**config.mk**
```make
export PLATFORM = sky130hd
export DESIGN_NAME = tmds_channel_decoder_flat
export DESIGN_NICKNAME = d
export VERILOG_FILES = /design/src/rtl/hdmi_rx_pkg.sv /design/src/rtl/tmds_channel_decoder_if.sv /design/src/rtl/tmds_symbol_align.sv /design/src/rtl/tmds_channel_decoder.sv /design/src/flat_wrapper.sv
export SDC_FILE = /design/constraint.sdc
export NUM_CORES = 1
export LEC_CHECK = 0
export ABC_AREA = 1
export CAP_MARGIN = 5
export CORE_ASPECT_RATIO = 0.6
export CORE_MARGIN = 4
export CORE_UTILIZATION = 55
export CTS_CLUSTER_DIAMETER = 120
export DETAILED_ROUTE_END_ITERATION = 12
export PLACE_DENSITY = 0.83
export SYNTH_ARGS = -nofsm -noshare
export SYNTH_HDL_FRONTEND = slang
export SYNTH_SLANG_ARGS = --single-unit
```
**constraint.sdc**
```tcl
create_clock -name clk_hdmi -period 2.6 [get_ports clk_hdmi]
set_clock_uncertainty 0.1 [all_clocks]
set_input_delay 0.52 -clock clk_hdmi [delete_from_list [all_inputs] [get_ports clk_hdmi]]
set_output_delay 0.52 -clock clk_hdmi [all_outputs]
set_load 0.005 [all_outputs]
```
**src/rtl/hdmi_rx_pkg.sv**
```systemverilog
`default_nettype none
// +----------------------------------------------------------------------------+
// | hdmi_rx_pkg: TMDS symbol constants, symbol kinds and video decode helper.  |
// | Revision: 1.0                                                              |
// +----------------------------------------------------------------------------+
package hdmi_rx_pkg;

  typedef enum logic [1:0] {
    KIND_CTRL  = 2'd0,
    KIND_GUARD = 2'd1,
    KIND_VIDEO = 2'd2,
    KIND_RSVD  = 2'd3
  } sym_kind_t;

  localparam logic [9:0] CTRL_TOKEN [4] = '{
    10'b1101010100, 10'b0010101011, 10'b0101010100, 10'b1010101011
  };

  localparam logic [9:0] VGUARD_CH0_2 = 10'b1011001100;
  localparam logic [9:0] VGUARD_CH1   = 10'b0100110011;
  localparam logic [9:0] DGUARD       = 10'b0100110011;

  localparam logic [9:0] TERC4_CODE [16] = '{
    10'b1010011100, 10'b1001100011, 10'b1011100100, 10'b1011100010,
    10'b0101110001, 10'b0100011110, 10'b0110001110, 10'b0100111100,
    10'b1011001100, 10'b0100111001, 10'b0110011100, 10'b1011000110,
    10'b1010001110, 10'b1001110001, 10'b0101100011, 10'b1011000011
  };

  function automatic logic [7:0] tmds_video_decode(input logic [9:0] sym);
    logic [7:0] d;
    logic [7:0] r;
    d    = sym[9] ? ~sym[7:0] : sym[7:0];
    r[0] = d[0];
    for (int i = 1; i < 8; i++) begin
      r[i] = sym[8] ? (d[i] ^ d[i-1]) : ~(d[i] ^ d[i-1]);
    end
    return r;
  endfunction

endpackage
`default_nettype wire

```
**src/rtl/tmds_channel_decoder_if.sv**
```systemverilog
`default_nettype none
// +----------------------------------------------------------------------------+
// | tmds_channel_decoder_if: raw symbol in, decoded TMDS channel stream out.   |
// | Revision: 1.0                                                              |
// +----------------------------------------------------------------------------+
interface tmds_channel_decoder_if;
  import hdmi_rx_pkg::*;

  logic [9:0] sym_in;
  logic       bitslip;
  logic       locked;
  logic       de;
  logic [1:0] ctrl;
  logic [7:0] data;
  sym_kind_t  kind;
  logic [3:0] terc4;
  logic       terc4_hit;

  modport master (
    input  sym_in,
    output bitslip, locked, de, ctrl, data, kind, terc4, terc4_hit
  );

  modport slave (
    output sym_in,
    input  bitslip, locked, de, ctrl, data, kind, terc4, terc4_hit
  );

endinterface
`default_nettype wire

```
**src/rtl/tmds_symbol_align.sv**
```systemverilog
`default_nettype none
// +----------------------------------------------------------------------------+
// | tmds_symbol_align: word-alignment FSM driving deserializer bitslip.        |
// | Revision: 1.0                                                              |
// +----------------------------------------------------------------------------+
module tmds_symbol_align #(
  parameter int LOCK_RUN      = 8,
  parameter int SEARCH_WINDOW = 4096,
  parameter int SLIP_SETTLE   = 4,
  parameter int LOSS_WINDOW   = 2**20
) (
  input  logic clk_hdmi,
  input  logic rst_hdmi_n,
  input  logic is_ctrl,
  output logic bitslip,
  output logic locked
);

  localparam int RUN_W  = $clog2(LOCK_RUN + 1);
  localparam int WIN_W  = $clog2(SEARCH_WINDOW);
  localparam int SET_W  = $clog2(SLIP_SETTLE + 1);
  localparam int LOSS_W = $clog2(LOSS_WINDOW);

  localparam logic [RUN_W-1:0]  C_RUN_FULL  = RUN_W'(LOCK_RUN);
  localparam logic [RUN_W-1:0]  C_RUN_ONE   = RUN_W'(1);
  localparam logic [WIN_W-1:0]  C_WIN_LAST  = WIN_W'(SEARCH_WINDOW - 1);
  localparam logic [WIN_W-1:0]  C_WIN_ONE   = WIN_W'(1);
  localparam logic [SET_W-1:0]  C_SET_LAST  = SET_W'(SLIP_SETTLE - 1);
  localparam logic [SET_W-1:0]  C_SET_ONE   = SET_W'(1);
  localparam logic [LOSS_W-1:0] C_LOSS_LAST = LOSS_W'(LOSS_WINDOW - 1);
  localparam logic [LOSS_W-1:0] C_LOSS_ONE  = LOSS_W'(1);

  typedef enum logic [1:0] {
    ST_SEARCH = 2'd0,
    ST_SLIP   = 2'd1,
    ST_SETTLE = 2'd2,
    ST_LOCKED = 2'd3
  } state_t;

  state_t            r_state;
  logic [RUN_W-1:0]  r_run;
  logic [WIN_W-1:0]  r_win;
  logic [SET_W-1:0]  r_settle;
  logic [LOSS_W-1:0] r_loss;
  logic [RUN_W-1:0]  w_run_next;
  logic              w_run_done;

  // Run counter saturates, so a long blanking period keeps re-completing the run.
  always_comb begin
    w_run_next = '0;
    if (is_ctrl) begin
      w_run_next = (r_run == C_RUN_FULL) ? r_run : r_run + C_RUN_ONE;
    end
    w_run_done = (w_run_next == C_RUN_FULL);
  end

  always_ff @(posedge clk_hdmi or negedge rst_hdmi_n) begin
    if (!rst_hdmi_n) begin
      r_state  <= ST_SEARCH;
      r_run    <= '0;
      r_win    <= '0;
      r_settle <= '0;
      r_loss   <= '0;
      bitslip  <= 1'b0;
      locked   <= 1'b0;
    end else begin
      bitslip <= 1'b0;
      case (r_state)
        ST_SEARCH: begin
          r_run <= w_run_next;
          if (w_run_done) begin
            r_state <= ST_LOCKED;
            locked  <= 1'b1;
            r_loss  <= '0;
          end else if (r_win == C_WIN_LAST) begin
            r_state <= ST_SLIP;
            bitslip <= 1'b1;
          end else begin
            r_win <= r_win + C_WIN_ONE;
          end
        end
        ST_SLIP: begin
          r_state  <= ST_SETTLE;
          r_settle <= '0;
        end
        ST_SETTLE: begin
          if (r_settle == C_SET_LAST) begin
            r_state <= ST_SEARCH;
            r_run   <= '0;
            r_win   <= '0;
          end else begin
            r_settle <= r_settle + C_SET_ONE;
          end
        end
        ST_LOCKED: begin
          r_run <= w_run_next;
          if (w_run_done) begin
            r_loss <= '0;
          end else if (r_loss == C_LOSS_LAST) begin
            r_state <= ST_SEARCH;
            locked  <= 1'b0;
            r_run   <= '0;
            r_win   <= '0;
          end else begin
            r_loss <= r_loss + C_LOSS_ONE;
          end
        end
        default: r_state <= ST_SEARCH;
      endcase
    end
  end

endmodule
`default_nettype wire

```
**src/rtl/tmds_channel_decoder.sv**
```systemverilog
`default_nettype none
// +----------------------------------------------------------------------------+
// | tmds_channel_decoder: aligns, classifies and decodes one TMDS channel.     |
// | Revision: 1.0                                                              |
// +----------------------------------------------------------------------------+
module tmds_channel_decoder
  import hdmi_rx_pkg::*;
#(
  parameter int CHANNEL       = 0,
  parameter int LOCK_RUN      = 8,
  parameter int SEARCH_WINDOW = 4096,
  parameter int SLIP_SETTLE   = 4,
  parameter int LOSS_WINDOW   = 2**20
) (
  input  logic                          clk_hdmi,
  input  logic                          rst_hdmi_n,
  tmds_channel_decoder_if.master        bus
);

  localparam logic [9:0] C_VGUARD = (CHANNEL == 1) ? VGUARD_CH1 : VGUARD_CH0_2;

  logic [9:0] r_sym;
  logic       r_de;
  logic [1:0] r_ctrl;
  logic [7:0] r_data;
  sym_kind_t  r_kind;
  logic [3:0] r_terc4;
  logic       r_terc4_hit;

  logic       w_is_ctrl;
  logic [1:0] w_ctrl_val;
  logic       w_is_guard;
  logic       w_hit;
  logic [3:0] w_nib;
  logic       w_bitslip;
  logic       w_locked;

  always_comb begin
    w_is_ctrl  = 1'b0;
    w_ctrl_val = 2'b00;
    for (int i = 0; i < 4; i++) begin
      if (r_sym == CTRL_TOKEN[i]) begin
        w_is_ctrl  = 1'b1;
        w_ctrl_val = 2'(i);
      end
    end
    w_hit = 1'b0;
    w_nib = 4'h0;
    for (int i = 0; i < 16; i++) begin
      if (r_sym == TERC4_CODE[i]) begin
        w_hit = 1'b1;
        w_nib = 4'(i);
      end
    end
    // The data-island guard only aliases a guard on channels 1 and 2.
    w_is_guard = (r_sym == C_VGUARD) || ((CHANNEL != 0) && (r_sym == DGUARD));
  end

  tmds_symbol_align #(
    .LOCK_RUN      (LOCK_RUN),
    .SEARCH_WINDOW (SEARCH_WINDOW),
    .SLIP_SETTLE   (SLIP_SETTLE),
    .LOSS_WINDOW   (LOSS_WINDOW)
  ) u_align (
    .clk_hdmi   (clk_hdmi),
    .rst_hdmi_n (rst_hdmi_n),
    .is_ctrl    (w_is_ctrl),
    .bitslip    (w_bitslip),
    .locked     (w_locked)
  );

  always_ff @(posedge clk_hdmi or negedge rst_hdmi_n) begin
    if (!rst_hdmi_n) begin
      r_sym       <= '0;
      r_de        <= 1'b0;
      r_ctrl      <= 2'b00;
      r_data      <= 8'h00;
      r_kind      <= KIND_CTRL;
      r_terc4     <= 4'h0;
      r_terc4_hit <= 1'b0;
    end else begin
      r_sym       <= bus.sym_in;
      r_terc4     <= w_nib;
      r_terc4_hit <= w_locked && w_hit;
      r_de        <= w_locked && !w_is_ctrl && !w_is_guard;
      r_data      <= (w_locked && !w_is_ctrl && !w_is_guard) ? tmds_video_decode(r_sym) : 8'h00;
      if (w_is_ctrl) begin
        r_kind <= KIND_CTRL;
      end else if (w_is_guard) begin
        r_kind <= KIND_GUARD;
      end else begin
        r_kind <= KIND_VIDEO;
      end
      if (w_locked && w_is_ctrl) begin
        r_ctrl <= w_ctrl_val;
      end
    end
  end

  assign bus.bitslip   = w_bitslip;
  assign bus.locked    = w_locked;
  assign bus.de        = r_de;
  assign bus.ctrl      = r_ctrl;
  assign bus.data      = r_data;
  assign bus.kind      = r_kind;
  assign bus.terc4     = r_terc4;
  assign bus.terc4_hit = r_terc4_hit;

endmodule
`default_nettype wire

```
**src/flat_wrapper.sv**
```systemverilog
// flat-port wrapper written by rule: the top's interface ports become plain ports
module tmds_channel_decoder_flat import hdmi_rx_pkg::*;
#(
  parameter int CHANNEL       = 0,
  parameter int LOCK_RUN      = 8,
  parameter int SEARCH_WINDOW = 4096,
  parameter int SLIP_SETTLE   = 4,
  parameter int LOSS_WINDOW   = 2**20
)
  (clk_hdmi, rst_hdmi_n, bus_sym_in, bus_bitslip, bus_locked, bus_de, bus_ctrl, bus_data, bus_kind, bus_terc4, bus_terc4_hit);
  tmds_channel_decoder_if bus_i ();
  input  logic clk_hdmi;
  input  logic rst_hdmi_n;
  input wire logic [$bits(bus_i.sym_in)-1:0] bus_sym_in;
  output wire logic [$bits(bus_i.bitslip)-1:0] bus_bitslip;
  output wire logic [$bits(bus_i.locked)-1:0] bus_locked;
  output wire logic [$bits(bus_i.de)-1:0] bus_de;
  output wire logic [$bits(bus_i.ctrl)-1:0] bus_ctrl;
  output wire logic [$bits(bus_i.data)-1:0] bus_data;
  output wire logic [$bits(bus_i.kind)-1:0] bus_kind;
  output wire logic [$bits(bus_i.terc4)-1:0] bus_terc4;
  output wire logic [$bits(bus_i.terc4_hit)-1:0] bus_terc4_hit;
  assign bus_i.sym_in = bus_sym_in;
  assign bus_bitslip = bus_i.bitslip;
  assign bus_locked = bus_i.locked;
  assign bus_de = bus_i.de;
  assign bus_ctrl = bus_i.ctrl;
  assign bus_data = bus_i.data;
  assign bus_kind = bus_i.kind;
  assign bus_terc4 = bus_i.terc4;
  assign bus_terc4_hit = bus_i.terc4_hit;
  tmds_channel_decoder #(.CHANNEL(CHANNEL), .LOCK_RUN(LOCK_RUN), .SEARCH_WINDOW(SEARCH_WINDOW), .SLIP_SETTLE(SLIP_SETTLE), .LOSS_WINDOW(LOSS_WINDOW)) u_core (.clk_hdmi(clk_hdmi), .rst_hdmi_n(rst_hdmi_n), .bus(bus_i));
endmodule
```
---- Word level (Yosys, flattened, before mapping) ----
Index checks and enable logic that the tools add are counted.
operators by class
  add/sub/neg operators ................... 4
  reduce and logical (&&, ||, !) cells .... 16
  muxes and demuxes ....................... 80
  eq/ne operators ......................... 37
  bitwise gates (word level) .............. 15
operators by type and width
  operator               number
  $eq 10x10->1 const B   11
  $eq 10x9->1 const B    8
  $mux 12                5
  $mux 20                3
  $mux 4                 13
  $pmux 20 s2            1
  $pmux 12 s3            1
  $mux 1                 35
  $mux 2                 11
  $add 20x1->20 const B  1
  $eq 20x20->1 const B   1
  $mux 8                 2
  $mux 3                 5
  $ne 2x2->1 const B     7
  $add 12x1->12 const B  1
  $eq 12x12->1 const B   1
  $pmux 4 s3             1
  $eq 10x8->1 const B    1
  $eq 4x4->1 const B     2
  $not 8->8              1
  $pmux 2 s4             1
  $reduce_and 4->1       2
  $not 1->1              7
  $xor 1x1->1            7
  other kinds (16)       24
word-level totals
  output and inout bits ................... 20
  register bits ........................... 71

---- Logic depth before layout (Yosys ltp) ----
Gate-level depths: netlist of run 1.
  word-level depth ........................ 18
  mapped depth ............................ 15
  mapped depth without buffers ............ 14

---- By module ----
Synthesis of run 1 repeated with hierarchy kept, for this count alone.
unflattened totals
  cells, all modules ...................... 555
  area total of the unflattened synthesis .. 4344.2 um^2
by module, submodules not included
  module                seq. area each (um^2)  times used  cells an instance  area each (um^2)
  tmds_symbol_align     1076.0                 1           393                2914.0
  tmds_channel_decoder  700.7                  1           162                1430.1

---- Least setup slack after synthesis of run 1 ----
Ideal clock, no wire load.
  path kind ............................... register to register
  start ................................... register u_core.u_align.r_settle[0]
  end ..................................... register u_core.u_align.r_win[3]
  arrival ................................. 1.738 ns
  data required time ...................... 2.383 ns
  setup slack ............................. 0.645 ns
  cell stages (with the launch flop) ...... 14
  cells stage by stage .................... dfrtp_1 -> ha_1 -> ha_1 -> nor2_1 -> inv_1 -> o21ai_0 -> inv_1 -> o21ai_0 -> inv_1 -> nand2_1 -> nor2_2 -> buf_6 -> nand2_2 -> nand2_1
on the way
  cells in the longest elaborated chain, start to end .. 3
RTL lines
  what                        line                     RTL
  start, declared             tmds_symbol_align.sv:43  logic [SET_W-1:0] r_settle;
  start signal, assigned      tmds_symbol_align.sv:92  r_settle <= r_settle + C_SET_ONE;
  $eq 3x2->1                  tmds_symbol_align.sv:87  if (r_settle == C_SET_LAST) begin
  $ne 2x2->1 (no line)        --
  $reduce_and 6->1 (no line)  --
  end signal, assigned        tmds_symbol_align.sv:79  r_win <= r_win + C_WIN_ONE;
  end, declared               tmds_symbol_align.sv:42  logic [WIN_W-1:0] r_win;
No other way between the ends.
A chain may end at the register's enable or synchronous reset.

---- Final worst setup path of run 1 ----
  start ................................... register u_core.u_align.r_run[0]
  end ..................................... register u_core.u_align.r_loss[9]
on the way
  cells in the longest elaborated chain, start to end .. 6
  elaborated cells between the ends (all ways) .. 10
  those cells by class .................... add/sub (1); eq/ne (4); mux (4); reduce/logical (1)
RTL lines
  what                                                              line                      RTL
  start, declared                                                   tmds_symbol_align.sv:41   logic [RUN_W-1:0] r_run;
  start signal, assigned                                            tmds_symbol_align.sv:70   r_run <= w_run_next;
  start signal, assigned                                            tmds_symbol_align.sv:96   r_run <= w_run_next;
  $add 4x1->4 / $eq 4x4->1 (equally long branches)                  tmds_symbol_align.sv:52   w_run_next = (r_run == C_RUN_FULL) ? r_run : r_run + C_RUN_ONE;
  $mux 4 *                                                          tmds_symbol_align.sv:52
  $mux 4 *                                                          tmds_symbol_align.sv:51   if (is_ctrl) begin
  $eq 4x4->1 *                                                      tmds_symbol_align.sv:54   w_run_done = (w_run_next == C_RUN_FULL);
  $ne 3x3->1 (no line) (tied with other cells)                      --
  $reduce_and 3->1 (no line) / $pmux 20 s2 (equally long branches)  --
  end signal, assigned                                              tmds_symbol_align.sv:105  r_loss <= r_loss + C_LOSS_ONE;
  end, declared                                                     tmds_symbol_align.sv:44   logic [LOSS_W-1:0] r_loss;
Every way passes the cells marked *; elsewhere a longest branch is shown, timed or not.

==> results of run 1 <==
[logic make-up after synthesis]
logic type,count (synthesis),share of synthesized area [%]
XOR/XNOR,28,5.80
adder cells (fa/ha/maj),14,4.02
flip-flops,71,40.7
AO/OA/AOI/OAI,26,3.59
AND/OR/NAND/NOR,365,38.9
buffers and inverters,66,6.94
[placed cells by master, fill, tap and decap left out, types with 5 or more instances in the layout]
cell type / instances
o21ai_0: 10
nand4_1: 16
nor2_1: 66
a21oi_1: 5
ha_1: 14
clkbuf_16: 9
nor2_4: 6
nand2_1: 178
xor2_1: 24
inv_2: 7
buf_4: 5
dfrtp_1: 71
inv_1: 44
nand3_1: 39
nor3_1: 24
nand2_2: 17
clkdlybuf4s50_1: 30
[worst min path at each step]
stage / startpoint / endpoint / slack (ps) / depth (start not counted)
floorplan: rst_hdmi_n / u_core.bus.ctrl[0] / 120 / 0
global placement: u_core.u_align.r_settle[0] / u_core.u_align.r_settle[0] / 370 / 1
detailed placement: u_core.u_align.r_loss[18] / u_core.u_align.r_loss[18] / 380 / 2
CTS: rst_hdmi_n / u_core.bus.terc4_hit / 120 / 2
global route: rst_hdmi_n / u_core.r_sym[7] / 150 / 2
finish: rst_hdmi_n / u_core.bus.de / 110 / 2
[routing by layer]
| layer | global-route usage, % | wire (um) |
|---|---|---|
| met5 | 0 | 0 |
| met2 | 31.3 | 4250 |
| met4 | 5.47 | 103 |
| met3 | 6.32 | 655 |
| met1 | 35.2 | 5080 |
[final cells by class]
type | count | area [um2] | area share (%)
sequential | 71 | 1780 | 35.0
tap | 104 | 130 | 2.57
clock buffer | 9 | 225 | 4.44
clock inverter | 7 | 96.3 | 1.90
timing repair buffer | 37 | 363 | 7.15
inverter | 52 | 195 | 3.85
multi-input combinational | 433 | 2290 | 45.1
[worst register-to-register path, delay by kind of cell, from the launching register on]
family / cells / cell delay [ps]
and+or+nand+nor: 8 / 1350
DFF: 1 / 400
adders and majority gates: 1 / 220
buffers and inverters: 1 / 90
AOI/OAI and AO/OA: 1 / 70
[sequential cells by signal, indices dropped and copies added, names as in the netlist]
register,flops
u_core.bus.terc4,4
u_core.u_align.r_run,4
u_core.u_align.r_settle,3
u_core.u_align.locked,1
u_core.bus.ctrl,2
u_core.u_align.r_state,2
u_core.bus.kind,2
u_core.bus.terc4_hit,1
u_core.u_align.r_win,12
u_core.u_align.bitslip,1
u_core.bus.data,8
u_core.bus.de,1
u_core.u_align.r_loss,20
u_core.r_sym,10
[through the flow]
step           hold slack [ps]  std cells  cell area (um2)
6_report                   112        713             5070
3_5_place_dp               382        697             4750
5_1_grt                    146        713             5070
4_1_cts                    119        713             5070
2_1_floorplan              124        570             4360
3_3_place_gp               371        697             4750
[synthesized netlist by cell type, drive strengths merged]
master  count  area (um2)
o21ai      13        76.3
o21bai      1        7.51
o22ai       4        25.0
xnor2       4        42.6
dfrtp      71        1780
nor3       24         120
and3        2        17.5
xor2       24         210
buf        11        96.3
inv        51         191
clkinv      1        3.75
clkbuf      3        11.3
nand3      41         215
nand2     199         820
a31oi       1        6.26
o211ai      1        7.51
or2         2        12.5
nand3b      3        35.0
a21oi       5        25.0
ha         14         175
nand4      17         121
nor2       77         355
a31o        1        8.76
[power groups by stage]
stage	registers [uW]	clock network, uW	logic, uW
2_1_floorplan	1140	0	51.4
3_3_place_gp	1150	0	96.2
3_5_place_dp	1150	0	97.9
4_1_cts	1130	1350	99.0
5_1_grt	1130	1410	111
6_report	1130	1330	98.4
==> flow_summary.json, run 1 <==
{
  "final_core_util_pct": 67.8,
  "syn_area_um2": 4360,
  "cp_top_family": "simple AND/OR/NAND/NOR gates",
  "p_switching_uw": 562,
  "worstSetupPathType": "register to register",
  "io_pins": 32,
  "drt-total-wl_um": 10100,
  "synth_fp_nets": 596,
  "ant_nets": 0,
  "grt_setup_unrepaired": "false",
  "start_util_pct": 58.3,
  "drive_above_1_share_pct": 12.2,
  "cp-endpoint": "u_core.u_align.r_loss[9]",
  "clk_pin_slew_worst_paths_ps": 60,
  "worst_setup_path_startpoint": "u_core.u_align.r_run[0]",
  "grt-ovfl-total": 0,
  "cts_root_buf": "clkbuf_16",
  "yosysWarnings": 0,
  "power.leakage_uw": 0.00249,
  "synth_cell_types": 37,
  "htreeDepth": 3,
  "cts_resized": 0,
  "rows": 24,
  "grt_usage_pct": 22.8,
  "dr.pass1.iters": 5,
  "reg2reg_depth": 11,
  "drc_errors": 0,
  "die_w_um": 123,
  "fillerInstances": 598,
  "post-cts-setup-buffers": 0,
  "clk_path_buf_depth": 2,
  "area_growth_pct": 16.3,
  "hold_viol_final": 0,
  "peakVddDrop_mv": 0.408,
  "worst_path_largest_cell_delay_ps": 400,
  "relSlewSlack_pct": 69.7,
  "power.share.sequential_pct": 44.2,
  "fin_ws_ps": 277,
  "worst_pin_slew_ps": 453,
  "die_y_um": 77.0,
  "io_buffers": 31,
  "reg2reg_to": "u_core.u_align.r_loss[9]",
  "crit_buf_inv": 1,
  "worstPathMaxFanout": 22,
  "cts_tree": "built",
  "drt-initial-drc-count": 397,
  "insertedDiodeCount": 0,
  "insertion_delay_ps": 340,
  "tns_ps": 0,
  "clock.fmax_ghz": 0.430,
  "period_share_pct": 89.4,
  "pwr-share-comb_pct": 3.9,
  "crit_top_cell": "nand2_1",
  "holdCritPathClass": "input pin to async pin",
  "hpwl_um": 7220,
  "core_um2": 7480,
  "setup_viol": 0,
  "cellPowerDensity_nw_per_um2": 503,
  "antenna_found_initial": 0,
  "wl_per_cell_um": 14.2,
  "outcome": "finished clean",
  "die-area_um2": 9460,
  "p_clk_share_pct": 51.9,
  "maxCapViolCount": 0,
  "synthCells": 570,
  "cts_num_sinks": 71,
  "grt_pass1_vias": 3475,
  "worstPathArrival_ps": 2480,
  "grt_max_degree": 72,
  "power.total_uw": 2550,
  "ys_ff_latch": 71,
  "min_period_ps": 2320,
  "syn_area_per_cell_um2": 7.65,
  "maxSlewViolCount": 0,
  "sw_frac_of_total_pct": 22.0,
  "final_nets": 630,
  "pre_cts_slack_ps": 130,
  "seq_area_frac_synth_pct": 40.7,
  "slowest_stage": "dfrtp_1",
  "p_int_uw": 1990,
  "reg2reg_from": "u_core.u_align.r_run[0]",
  "end_kind": "register",
  "cp_cell_sequence": "inv_1 > ha_1 > nand3_1 > nand2_1 > nand2_1 > nand3_1 > nor2_8 > nand2_4 > nand3b_4 > nand2_1 > o21ai_2",
  "cts_buffers": 9,
  "viasPerCell": 5.40,
  "path_depth": 11,
  "worstPathRequired_ps": 2760,
  "globalplace.congestion": 0.973,
  "ctsHoldBuffers": 0,
  "critPathLaunchType": "register",
  "via_count": 3853,
  "reg2reg_slack_ps": 280,
  "grt_pass1_wl_um": 17200
}
(Power assumes the default switching activity.)
==> inputs of run 2 (changes only) <==
Settings changed: CORE_ASPECT_RATIO 0.6 to default.
==> flow_summary.json, run 2 (synthesis results as in run 1) <==
{
  "outcome": "finished clean",
  "gr-max-usage-layer": "met2",
  "grt_pass1_wl_um": 17000,
  "grt_pass1_vias": 3798,
  "cts_resized": 0,
  "io_pins": 32,
  "p_clk_share_pct": 41.9,
  "cp_cell_sequence": "inv_1 > ha_1 > nand2_1 > nor2_1 > nand2_1 > nand2_1 > inv_2 > nor2_2 > nand3_1 > nand2_1 > nand2_1 > nand3_2 > nand2_1 > nand2_1",
  "power.total_uw": 2100,
  "worstSetupPathType": "register to register",
  "globalplace.congestion": 1.03,
  "reg2reg_from": "u_core.u_align.r_run[0]",
  "top_register": "u_core.u_align.r_loss",
  "cellPowerDensity_nw_per_um2": 426,
  "ctsHoldBuffers": 0,
  "drt-total-wl_um": 9820,
  "end_kind": "register",
  "worst_setup_path_startpoint": "u_core.u_align.r_run[0]",
  "reg2reg_slack_ps": 270,
  "cp-endpoint": "u_core.u_align.r_win[4]",
  "clock.fmax_ghz": 0.429,
  "maxCapViolCount": 0,
  "hpwl_um": 7150,
  "worstPathMaxFanout": 12,
  "peakVddDrop_mv": 0.252,
  "insertedDiodeCount": 0,
  "final_nets": 628,
  "period_share_pct": 89.6,
  "post-cts-setup-buffers": 0,
  "whs_ps": 89.5,
  "die-area_um2": 9420,
  "dr.pass1.iters": 6,
  "grt_max_degree": 44,
  "holdCritPathClass": "input pin to async pin",
  "p_int_uw": 1530,
  "worstPathArrival_ps": 2530,
  "area_growth_pct": 13.1,
  "via_count": 3906,
  "insertion_delay_ps": 360,
  "pwr-share-comb_pct": 4.5,
  "power.leakage_uw": 0.00244,
  "htreeDepth": 3,
  "viasPerCell": 5.51,
  "hold_viol_final": 0,
  "power.share.sequential_pct": 53.6,
  "grt_usage_pct": 21.7,
  "final_common_cell": "nand2_1",
  "reg2reg_depth": 14,
  "setup_viol": 0,
  "grt-ovfl-total": 0,
  "final_core_util_pct": 63.8,
  "worst_path_largest_cell_delay_ps": 420,
  "clk_path_buf_depth": 2,
  "cts_buffers": 9,
  "ant_nets": 0,
  "drc_errors": 0,
  "p_switching_uw": 573,
  "layout_common_cells": "178 x nand2_1, 71 x dfrtp_1, 66 x nor2_1",
  "regArea_um2": 1780,
  "die_w_um": 97.0,
  "min_period_ps": 2330,
  "reg2reg_to": "u_core.u_align.r_win[4]",
  "grt_util_met3_pct": 3.82,
  "rows": 32,
  "tns_ps": 0,
  "sw_frac_of_total_pct": 27.3,
  "use_met1_pct": 27.9,
  "die_y_um": 97.0,
  "grt_setup_unrepaired": "false",
  "crit_buf_inv": 2,
  "cts_num_sinks": 71,
  "relSlewSlack_pct": 55.3,
  "start_util_pct": 56.4,
  "antenna_found_initial": 0,
  "cts_root_buf": "clkbuf_8",
  "use_met2_pct": 35.5,
  "io_buffers": 31,
  "fillerInstances": 629,
  "crit_top_cell": "nand2_1",
  "path_depth": 14,
  "cts_tree": "built",
  "drt-initial-drc-count": 223,
  "core_um2": 7730,
  "wl_per_cell_um": 13.9,
  "critPathLaunchType": "register",
  "worstPathRequired_ps": 2800,
  "worst_pin_slew_ps": 670,
  "drive_above_1_share_pct": 11.9,
  "largest_register_ffs": 20,
  "cp_top_family": "simple AND/OR/NAND/NOR gates",
  "maxSlewViolCount": 0,
  "clk_pin_slew_worst_paths_ps": 90,
  "reg_top3": "u_core.u_align.r_loss (20), u_core.u_align.r_win (12), u_core.r_sym (10)",
  "multi_input_area_um2": 2290,
  "slowest_stage": "dfrtp_1"
}
-- run 2: area by class of cell --
cell class | count | share of cell area [%]
clock buffers | 9 | 2.51
flip-flops and latches | 71 | 36.0
inverters | 52 | 3.96
well taps | 102 | 2.59
repair buffers | 35 | 7.05
clock inverters | 7 | 1.50
multi-input cells | 433 | 46.4
-- run 2: per-stage QoR --
step / setup slack (ps) / area, um2 / instances
finish: 271 / 4930 / 709
global route: 7.07 / 4930 / 709
detailed placement: 158 / 4730 / 693
floorplan: 645 / 4360 / 570
CTS: 133 / 4930 / 709
global placement: 277 / 4730 / 693
-- run 2: power groups by stage --
stage               clock network (uW)  registers (uW)  logic, uW
floorplan                            0            1140       51.4
global placement                     0            1150       91.5
detailed placement                   0            1150       94.8
CTS                                899            1130       95.3
global route                       939            1130        107
finish                             880            1130       94.1
-- run 2: worst min path at each step --
stage,endpoint,slack (ps),cells past startpoint
after CTS,u_core.r_sym[6],110,1
final,u_core.bus.terc4[0],90,1
after detailed placement,u_core.u_align.r_settle[0],390,1
after global placement,u_core.u_align.r_settle[0],370,1
after global routing,u_core.bus.terc4[0],130,1
after floorplan,u_core.bus.ctrl[0],120,0
-- run 2: metal layers --
layer / up-vias / wire [um]
met2: 163 / 4760
met1: 1829 / 4260
li1: 1880 / -
met4: 0 / 269
met3: 34 / 533
met5: - / 0
==> inputs of run 3 (changes only) <==
Clock period 2.6 ns to 2.4 ns, I/O delays scaled along.
==> flow_summary.json, run 3 (synthesis results as in run 1) <==
{
  "outcome": "finished clean",
  "post-cts-setup-buffers": 0,
  "place_area_um2": 4780,
  "relSlewSlack_pct": 69.3,
  "io_buffers": 31,
  "wl_per_cell_um": 13.9,
  "p_int_uw": 1840,
  "drt-total-wl_um": 9940,
  "ant_nets": 0,
  "maxCapViolCount": 0,
  "worstPathRequired_ps": 2590,
  "worstPathMaxFanout": 12,
  "maxSlewViolCount": 0,
  "hold_viol_final": 0,
  "cts_tree": "built",
  "drc_errors": 0,
  "min_period_ps": 2200,
  "instances_no_fill": 714,
  "grt_usage_pct": 22.0,
  "power.share.sequential_pct": 50.2,
  "die-area_um2": 9420,
  "final_nets": 633,
  "power.leakage_uw": 0.00247,
  "grt_setup_unrepaired": "false",
  "htreeDepth": 3,
  "critPathLaunchType": "register",
  "final_common_cell": "nand2_1",
  "dp.cells": 698,
  "worstSetupPathType": "register to register",
  "via_count": 3838,
  "insertion_delay_ps": 360,
  "p_switching_uw": 587,
  "ctsHoldBuffers": 0,
  "layout_common_cells": "178 x nand2_1, 71 x dfrtp_1, 65 x nor2_1",
  "cts_resized": 0,
  "area_growth_pct": 15.0,
  "pwr-share-comb_pct": 4.4,
  "largest_register_ffs": 20,
  "drive_above_1_share_pct": 12.7,
  "grt-ovfl-total": 0,
  "cts_root_buf": "clkbuf_8",
  "sw_frac_of_total_pct": 24.2,
  "end_kind": "register",
  "cts_num_sinks": 71,
  "final_core_util_pct": 64.9,
  "globalplace.congestion": 0.929,
  "post-route-cell-area_um2": 5020,
  "hpwl_um": 7280,
  "reg_top3": "u_core.u_align.r_loss (20), u_core.u_align.r_win (12), u_core.r_sym (10)",
  "grt_pass1_vias": 3911,
  "grt_max_degree": 72,
  "setup_viol": 0,
  "peakVddDrop_mv": 0.277,
  "start_util_pct": 56.4,
  "core_um2": 7730,
  "rows": 32,
  "insertedDiodeCount": 0,
  "clk_path_buf_depth": 2,
  "cts_buffers": 9,
  "io_pins": 32,
  "p_clk_share_pct": 45.4,
  "viasPerCell": 5.38,
  "die_w_um": 97.0,
  "grt_pass1_wl_um": 17300,
  "cellPowerDensity_nw_per_um2": 484,
  "antenna_found_initial": 0,
  "holdCritPathClass": "input pin to async pin",
  "tns_ps": 0,
  "die_y_um": 97.0,
  "drt-initial-drc-count": 250,
  "period_share_pct": 91.7,
  "worstPathArrival_ps": 2390,
  "clk_pin_slew_worst_paths_ps": 80,
  "clock.fmax_ghz": 0.454,
  "worst_pin_slew_ps": 460,
  "top_register": "u_core.u_align.r_loss",
  "dr.pass1.iters": 5
}
-- run 3: cell type report --
cell class                 count  area [um2]
fill                         637        2710
multi-input combinational    433        2290
sequential                    71        1780
timing repair buffer          40         398
inverter                      52         195
tap                          102         128
clock buffer                   9         124
clock inverter                 7         104
-- run 3: per-stage QoR --
stage / total power (uW) / hold WS (ps) / setup WS (ps)
finish: 2430 / 24.0 / 199
global route: 2520 / 61.1 / 6.46
CTS: 2440 / 53.9 / 164
detailed placement: 1350 / 378 / 200
global placement: 1340 / 361 / 343
floorplan: 1290 / 84.4 / 445
-- run 3: final timing paths --
| kind | start | end | slack (ps) | cells after the start |
|---|---|---|---|---|
| max in group asynchronous | rst_hdmi_n | u_core.u_align.r_state[0] | 1860 | 2 |
| max reg2reg | u_core.u_align.r_state[0] | u_core.u_align.r_win[11] | 200 | 14 |
| max | u_core.u_align.r_state[0] | u_core.u_align.r_win[11] | 200 | 14 |
| min in group clk_hdmi | u_core.u_align.r_settle[0] | u_core.u_align.r_settle[0] | 390 | 1 |
| min | rst_hdmi_n | u_core.bus.terc4[0] | 20 | 2 |
| min reg2reg | u_core.u_align.r_settle[0] | u_core.u_align.r_settle[0] | 390 | 1 |
-- run 3: power groups by stage --
stage / Clock, uW / Sequential [uW] / Combinational, uW
CTS: 1110 / 1220 / 108
global placement: 0 / 1240 / 103
detailed placement: 0 / 1240 / 107
global route: 1180 / 1220 / 120
finish: 1100 / 1220 / 107
floorplan: 0 / 1240 / 55.6
-- run 3: worst max-delay path, cell delays in order, from the launching register on --
cell and delay (ps):
dfrtp_1 410, inv_1 80, ha_1 220, inv_1 90, nor2_2 60, inv_1 120
o21ai_0 140, inv_1 180, o21ai_0 110, inv_1 120, nand2_1 80, nor2_2 140
buf_12 170, nand2_1 60, nand2_1 60
-- run 3: metal layers --
metal | global-route usage (%) | routed length [um] | vias to the layer above
li1 | - | - | 1880
met1 | 27.8 | 4280 | 1795
met2 | 37.7 | 4910 | 144
met3 | 3.97 | 591 | 19
met4 | 7.88 | 150 | 0
met5 | 0 | 0 | -
